### src/rtl/tx_line.sv
// tx_line: 8N1 UART transmitter fed from a synchronous TX FIFO read port.
// Define TX_PARITY_EN to insert an even-parity bit between the data bits and the stop bit(s).

module tx_line #(
  parameter int unsigned CLKS_PER_BIT = 434,
  parameter int unsigned STOP_BITS    = 1
) (
  input  logic       CLK_50MHz,
  input  logic       ARESETn,
  input  logic       fifo_empty,
  output logic       readen,
  input  logic [7:0] data,
  output logic       UART_TX,
  output logic       busy
);

  localparam int unsigned CNT_W  = 16;
  localparam int unsigned BIT_W  = 3;
  localparam int unsigned DATA_W = 8;

`ifdef TX_PARITY_EN
  typedef enum logic [2:0] {
    S_IDLE   = 3'd0,
    S_REQ    = 3'd1,
    S_LOAD   = 3'd2,
    S_START  = 3'd3,
    S_DATA   = 3'd4,
    S_PARITY = 3'd5,
    S_STOP   = 3'd6
  } state_t;
`else
  typedef enum logic [2:0] {
    S_IDLE  = 3'd0,
    S_REQ   = 3'd1,
    S_LOAD  = 3'd2,
    S_START = 3'd3,
    S_DATA  = 3'd4,
    S_STOP  = 3'd6
  } state_t;
`endif

  state_t              r_state;
  logic [CNT_W-1:0]    r_cnt;
  logic [BIT_W-1:0]    r_bit_cnt;
  logic [DATA_W-1:0]   r_shift;
  logic                r_tx;
  logic                r_readen;
  logic                r_busy;

  state_t              w_state_nxt;
  logic [CNT_W-1:0]    w_cnt_nxt;
  logic [BIT_W-1:0]    w_bit_cnt_nxt;
  logic [DATA_W-1:0]   w_shift_nxt;
  logic                w_tx_nxt;
  logic                w_readen_nxt;
  logic                w_busy_nxt;
  logic                w_terminal;
  logic                w_last_data;
  logic                w_last_stop;

  assign w_terminal  = (r_cnt == CNT_W'(CLKS_PER_BIT - 1));
  assign w_last_data = (r_bit_cnt == BIT_W'(DATA_W - 1));
  assign w_last_stop = (r_bit_cnt == BIT_W'(STOP_BITS - 1));

  // State and all registered datapath/outputs; reset forces the line idle at once
  always_ff @(posedge CLK_50MHz or negedge ARESETn) begin
    if (!ARESETn) begin
      r_state   <= S_IDLE;
      r_cnt     <= '0;
      r_bit_cnt <= '0;
      r_shift   <= '0;
      r_tx      <= 1'b1;
      r_readen  <= 1'b0;
      r_busy    <= 1'b0;
    end else begin
      r_state   <= w_state_nxt;
      r_cnt     <= w_cnt_nxt;
      r_bit_cnt <= w_bit_cnt_nxt;
      r_shift   <= w_shift_nxt;
      r_tx      <= w_tx_nxt;
      r_readen  <= w_readen_nxt;
      r_busy    <= w_busy_nxt;
    end
  end

  // Next-state logic
  always_comb begin
    w_state_nxt = r_state;
    case (r_state)
      S_IDLE:  if (!fifo_empty) w_state_nxt = S_REQ;
      S_REQ:   w_state_nxt = S_LOAD;
      S_LOAD:  w_state_nxt = S_START;
      S_START: if (w_terminal) w_state_nxt = S_DATA;
      S_DATA: begin
        if (w_terminal && w_last_data) begin
`ifdef TX_PARITY_EN
          w_state_nxt = S_PARITY;
`else
          w_state_nxt = S_STOP;
`endif
        end
      end
`ifdef TX_PARITY_EN
      S_PARITY: if (w_terminal) w_state_nxt = S_STOP;
`endif
      S_STOP:  if (w_terminal && w_last_stop) w_state_nxt = S_IDLE;
      default: w_state_nxt = S_IDLE;
    endcase
  end

  // Next values of the registered outputs, shift register and counters
  always_comb begin
    w_cnt_nxt     = r_cnt + CNT_W'(1);
    w_bit_cnt_nxt = r_bit_cnt;
    w_shift_nxt   = r_shift;
    w_tx_nxt      = r_tx;
    w_readen_nxt  = 1'b0;
    w_busy_nxt    = (w_state_nxt != S_IDLE);

    // Bit-period counter restarts on every state entry and on each terminal count
    if ((w_state_nxt != r_state) || w_terminal || (r_state == S_IDLE)) begin
      w_cnt_nxt = '0;
    end

    case (r_state)
      S_IDLE: w_readen_nxt = !fifo_empty;
      S_LOAD: begin
        w_shift_nxt   = data;
        w_tx_nxt      = 1'b0;
        w_bit_cnt_nxt = '0;
      end
      S_START: if (w_terminal) w_tx_nxt = r_shift[0];
      S_DATA: begin
        if (w_terminal) begin
          if (w_last_data) begin
            w_bit_cnt_nxt = '0;
`ifdef TX_PARITY_EN
            w_tx_nxt = ^r_shift;
`else
            w_tx_nxt = 1'b1;
`endif
          end else begin
            w_bit_cnt_nxt = r_bit_cnt + BIT_W'(1);
            w_tx_nxt      = r_shift[r_bit_cnt + BIT_W'(1)];
          end
        end
      end
`ifdef TX_PARITY_EN
      S_PARITY: begin
        if (w_terminal) begin
          w_tx_nxt      = 1'b1;
          w_bit_cnt_nxt = '0;
        end
      end
`endif
      S_STOP: begin
        if (w_terminal) begin
          w_bit_cnt_nxt = w_last_stop ? '0 : r_bit_cnt + BIT_W'(1);
        end
      end
      default: ;
    endcase
  end

  assign readen  = r_readen;
  assign UART_TX = r_tx;
  assign busy    = r_busy;

endmodule

### config.mk
export PLATFORM = sky130hd
export DESIGN_NAME = tx_line
export DESIGN_NICKNAME = d
export VERILOG_FILES = /design/src/rtl/tx_line.sv
export SDC_FILE = /design/constraint.sdc
export NUM_CORES = 1
export LEC_CHECK = 0
export BUFFER_PORTS_ARGS = -buffer_cell sky130_fd_sc_hd__buf_4
export CORE_ASPECT_RATIO = 1.5
export CORE_MARGIN = 8
export CORE_UTILIZATION = 50
export CTS_CLUSTER_DIAMETER = 60
export DETAILED_ROUTE_END_ITERATION = 12
export PLACE_DENSITY = 0.74
export SLEW_MARGIN = 40
export SYNTH_ARGS = -nofsm -noshare
export SYNTH_HDL_FRONTEND = slang
export SYNTH_SLANG_ARGS = --single-unit
### constraint.sdc
create_clock -name CLK_50MHz -period 2.4 [get_ports CLK_50MHz]
set_clock_uncertainty 0.15 [all_clocks]
set_input_delay 0.24 -clock CLK_50MHz [delete_from_list [all_inputs] [get_ports CLK_50MHz]]
set_output_delay 0.24 -clock CLK_50MHz [all_outputs]
set_load 0.01 [all_outputs]
### After elaboration in Yosys (flattened, before gate mapping)

Cells that the tools add are included.

* register bits after elaboration: 33
* input bits: 11
* output and inout port bits: 3
* logic and storage cells: 51

* add/subtract/negate cells: 2
* order comparisons: 1
* equality and inequality tests: 11
* multiplexer cells: 18
* reductions and logical operators: 12

Operators by type and width (number)
* $mux W3: 8
* $pmux W3 S6: 1
* $add A16 B1 Y16 const B: 1
* $eq A16 B9 Y1 const B: 1
* $mux W16: 1
* $eq A3 B3 Y1 const B: 3
* $pmux W3 S3: 1
* $reduce_bool A3 Y1: 3
* $eq A3 B2 Y1 const B: 2
* $logic_not A3 Y1: 2
* $ne A2 B2 Y1 const B: 3
* $reduce_and A3 Y1: 2
* $mux W1: 5
* $lt A3 B4 Y1 const B: 1
* $add A3 B1 Y3 const B: 1
* $bmux W1 S3: 1
* $eq A3 B1 Y1 const B: 1
* $ne A3 B3 Y1: 1
* $pmux W1 S3: 1
* $logic_and A1 B1 Y1: 2
* $logic_or A1 B1 Y1: 2
* $logic_not A1 Y1: 1

### Longest topological paths before layout

* depth after elaboration: 8
* gate-level depth with buffers: 7

### Least setup slack after synthesis

Ideal clock, no wire load.

* kind: flip-flop to flip-flop
* from: register r_cnt[6]
* to: register r_tx (netlist: UART_TX)
* data arrival time: 1.695 ns
* required time: 2.167 ns
* setup slack: 0.471 ns
* stages on the path, launching flop included: 5
* path buffers: 0
* period minus slack after synthesis: 1.929 ns
* cell sequence: dfrtp_1 -> or4_4 -> nor4_4 -> nor2_1 -> o32a_1

* longest elaborated chain between the ends: 3

RTL lines
* start: declaration: RTL line 43 `logic [CNT_W-1:0] r_cnt;`
* start signal: assignment: RTL line 77 `r_cnt <= w_cnt_nxt;`
* $eq A16 B9 Y1 (*): RTL line 61 `assign w_terminal = (r_cnt == CNT_W'(CLKS_PER_BIT - 1));`
* $ne A2 B2 Y1 (no source line)
* $reduce_and A3 Y1 (no source line) (*)
* end signal: assignment: RTL line 80 `r_tx <= w_tx_nxt;`
* end: declaration: RTL line 46 `logic r_tx;`

Mark *: on every way between the ends. The rest lies on a longest branch, timed or not.
A chain may end at the register's enable or synchronous reset.

### Worst setup path in the final report

* from: register r_bit_cnt[0]
* to: register r_bit_cnt[0]

* longest elaborated chain between the ends: 4

RTL lines
* start: declaration: RTL line 44 `logic [BIT_W-1:0] r_bit_cnt;`
* start signal: assignment: RTL line 78 `r_bit_cnt <= w_bit_cnt_nxt;`
* $add A3 B1 Y3 (tied with other cells): RTL line 143, 158
* $mux W3, on equally long branches: RTL line 158, 135
* $mux W3, on equally long branches: RTL line 157, 134
* $pmux W3 S3 (*): RTL line 125 `case (r_state)`

Mark *: on every way between the ends. The rest lies on a longest branch, timed or not. The select of a mux whose other input is x is not followed.

==> impl_metrics.prom <==
# TYPE chip_impl_metric gauge
chip_impl_metric{name="synth.cell_area",unit="sq um"} 1750
chip_impl_metric{name="fin_setup_tns",unit="ns"} 0
chip_impl_metric{name="dp_hpwl",unit="microns"} 2640
chip_impl_metric{name="die-width",unit="microns"} 64.4
chip_impl_metric{name="cts-root-to-sink-buffers",unit=""} 2
chip_impl_metric{name="worstSkewPairLatency",unit="ns"} 0.29
chip_impl_metric{name="final_period_minus_worst_setup_slack",unit="ns"} 2.11
chip_impl_metric{name="syn2layout_area_growth",unit="%"} 14.4
chip_impl_metric{name="placeableCoreArea",unit="sq um"} 3380
chip_impl_metric{name="die-area",unit="sq um"} 5700
chip_impl_metric{name="fmax",unit="MHz"} 474
chip_impl_metric{name="cp_max_fo",unit=""} 7
chip_impl_info{name="hold_path_class",value="input pin to flip-flop"} 1
chip_impl_metric{name="irDropWorstVdd",unit="mV"} 0.411
chip_impl_metric{name="die_height",unit="microns"} 88.5
chip_impl_metric{name="grt_overflow",unit=""} 0
chip_impl_metric{name="final_net_count",unit=""} 222
chip_impl_metric{name="synth.yosys.seq_area_share",unit="%"} 47.1
chip_impl_metric{name="cap_viol_max_count",unit=""} 0
chip_impl_info{name="critical_path.endpoint_type",value="flip-flop"} 1
chip_impl_info{name="top_reg_cell_synth",value="dfrtp_1"} 1
chip_impl_metric{name="track_usage",unit="%"} 14.4
chip_impl_metric{name="antenna_found_initial",unit=""} 0
chip_impl_info{name="crit_type",value="flip-flop to flip-flop"} 1
chip_impl_metric{name="number_of_enable_type_register_cells_in_the_synthesized_netlist",unit=""} 0
chip_impl_metric{name="cts_num_sinks",unit=""} 33
chip_impl_metric{name="total_via_count_in_the_routed_design",unit=""} 1397
chip_impl_metric{name="pins_over_slew_limit",unit=""} 0
chip_impl_metric{name="postSynthNetCount",unit=""} 203
chip_impl_metric{name="grt_start_max_net_pins",unit=""} 34
chip_impl_info{name="grt_setup_unrepaired",value="false"} 1
chip_impl_metric{name="powerDensity",unit="nW/um^2"} 497
chip_impl_metric{name="number_of_hold_violations_in_the_final_report",unit=""} 0
chip_impl_metric{name="detail_route.drc_violations",unit=""} 0
chip_impl_info{name="setup.worst_path.start_class",value="flip-flop"} 1
chip_impl_metric{name="worst_slew_pin_slew",unit="ns"} 0.529
chip_impl_metric{name="syn-instance-count",unit=""} 187
chip_impl_info{name="final_common_cell",value="nand2_1"} 1
chip_impl_metric{name="drt.antenna.violating_nets",unit=""} 0
chip_impl_metric{name="rows",unit=""} 26
chip_impl_metric{name="tightest_slew_margin_relative_to_the_limit",unit="%"} 64.6
chip_impl_metric{name="final.period_utilization",unit="%"} 87.8
chip_impl_metric{name="wire_length_of_the_first_global_routing_pass",unit="microns"} 6470
chip_impl_metric{name="post_synth_top_area_share",unit="%"} 45.6
chip_impl_metric{name="worst_ep_arrival_time",unit="ns"} 2.16
chip_impl_metric{name="cp_data_required_time",unit="ns"} 2.45
chip_impl_metric{name="initial_utilization",unit="%"} 51.8
chip_impl_metric{name="async_reset_ff_share",unit="%"} 100
chip_impl_metric{name="htree_num_levels",unit=""} 2
chip_impl_metric{name="synth_warnings",unit=""} 0
chip_impl_metric{name="post-cts-setup-buffer-count",unit=""} 0
chip_impl_metric{name="avgRoutedWirePerCell",unit="microns"} 14.7
chip_impl_metric{name="cts_resized",unit=""} 0
chip_impl_metric{name="power_leakage",unit="nW"} 0.935
chip_impl_metric{name="filler_instances",unit=""} 302
chip_impl_metric{name="cts.reportedPaths.clkPinSlew",unit="ns"} 0.07
chip_impl_metric{name="drt-pass1-iter-count",unit=""} 4
chip_impl_metric{name="synthesis.area_per_instance",unit="sq um"} 9.38
chip_impl_info{name="cts_tree",value="built"} 1
chip_impl_metric{name="worst_slack_at_placement",unit="ns"} 0.346
chip_impl_metric{name="cts-buffers-inserted",unit=""} 5
chip_impl_metric{name="setup_slack",unit="ns"} 0.292
chip_impl_metric{name="drtIter0Drc",unit=""} 84
chip_impl_info{name="final_cell_mix",value="nand2_1, dfrtp_1, nor2_1"} 1
chip_impl_metric{name="gp_congestion",unit=""} 0.958
chip_impl_metric{name="drt-vias-per-instance",unit=""} 5.61
chip_impl_metric{name="finalSetupViolations",unit=""} 0
chip_impl_info{name="status",value="finished, final reports clean"} 1
chip_impl_info{name="ctsRootBufferMaster",value="clkbuf_8"} 1
chip_impl_info{name="post-synth-top-area-cell",value="dfrtp_1"} 1
chip_impl_metric{name="synthDistinctLibCells",unit=""} 42
chip_impl_metric{name="pin_count",unit=""} 14
chip_impl_info{name="ys_top_cells_by_area",value="dfrtp_1, nand2_1, ha_1"} 1
chip_impl_metric{name="diodes",unit=""} 0
chip_impl_metric{name="synth.ff_latch_count",unit=""} 33
chip_impl_metric{name="vias_in_the_first_global_route",unit=""} 1474
chip_impl_metric{name="placement.io_buffers",unit=""} 13
chip_impl_metric{name="layout-drive-gt1-share",unit="%"} 15.5
chip_impl_metric{name="detail_route.wirelength",unit="microns"} 3670
-- routing by layer --
| metal | track usage (%) | wire (microns) | vias to the layer above |
|---|---|---|---|
| met2 | 23.2 | 1900 | 26 |
| li1 | - | - | 684 |
| met4 | 8.17 | 63 | 0 |
| met1 | 16.4 | 1530 | 682 |
| met5 | 0 | 0 | - |
| met3 | 4.69 | 168 | 5 |
-- layout make-up --
type | instances | area, sq um | area share (%)
clock inverter | 2 | 10.0 | 0.499
timing repair buffer | 18 | 148 | 7.36
clock buffer | 6 | 72.6 | 3.62
multi-input combinational | 141 | 871 | 43.4
inverter | 7 | 26.3 | 1.31
sequential | 33 | 827 | 41.2
tap | 42 | 52.6 | 2.62
-- cell families after synthesis --
group,Yosys count,share of synthesized area (%)
buffers and inverters,13,3.21
adder cells (fa/ha/maj),5,3.57
multiplexers,5,4.28
AO/OA/AOI/OAI,22,7.56
XOR/XNOR,10,4.99
flip-flops,33,47.1
AND/OR/NAND/NOR,99,29.2
-- timing repair --
item / 4_1_cts / 5_1_grt
hold endpoints to repair: 36 / 0
endpoints found under the setup margin: 0 / 0
hold buffers: 5 / 0
-- registers in the layout (all words and copies together) (netlist names) --
signal	cells
r_shift	8
r_cnt	16
r_state	3
readen	1
busy	1
UART_TX	1
r_bit_cnt	3
-- cells in the mapped netlist, types with 5 or more instances --
master / n
a21oi_1: 9
clkbuf_1: 5
dfrtp_1: 32
ha_1: 5
inv_1: 7
nand2_1: 43
nand3_1: 7
nand4_1: 5
nor2_1: 16
o21ai_0: 6
xor2_1: 7
-- final timing paths --
check / endpoint / slack [ns] / from / depth (start not counted)
setup / recovery: r_bit_cnt[0] / 0.29 / r_bit_cnt[0] / 6
hold / removal: r_shift[0] / 0.002 / data[0] / 3
setup reg to reg: r_bit_cnt[0] / 0.29 / r_bit_cnt[0] / 6
hold reg to reg: r_shift[4] / 0.33 / r_shift[4] / 2
max in group asynchronous: UART_TX / 1.50 / ARESETn / 2
min in group asynchronous: busy / 0.27 / ARESETn / 2
-- stage by stage --
stage,hold WS (ns),instance area (sq um),utilization [%],std cells,power [W]
floorplan,-0.206,1750,-,187,0.000585
global placement,0.0491,1870,55.4,236,0.000609
detailed placement,0.0512,1870,55.4,236,0.000611
CTS,0.00138,2010,59.3,249,0.00101
global route,0.0100,2010,59.3,249,0.00103
finish,0.00159,2010,59.3,249,0.000998
-- power by group --
| part | internal [W] | leakage (nW) | switching, W |
|---|---|---|---|
| combinational | 0.0000210 | 0.491 | 0.0000180 |
| sequential | 0.000563 | 0.400 | 0.00000395 |
| clock | 0.000200 | 0.0450 | 0.000191 |
-- worst max-delay path, cell delays in order (launching register included) --
cell and delay (ns):
dfrtp_1 0.48, ha_1 0.25, ha_1 0.21, nor2b_1 0.15, a2111oi_0 0.47, mux2i_1 0.13, o21ai_0 0.18
(Power assumes the default switching activity.)
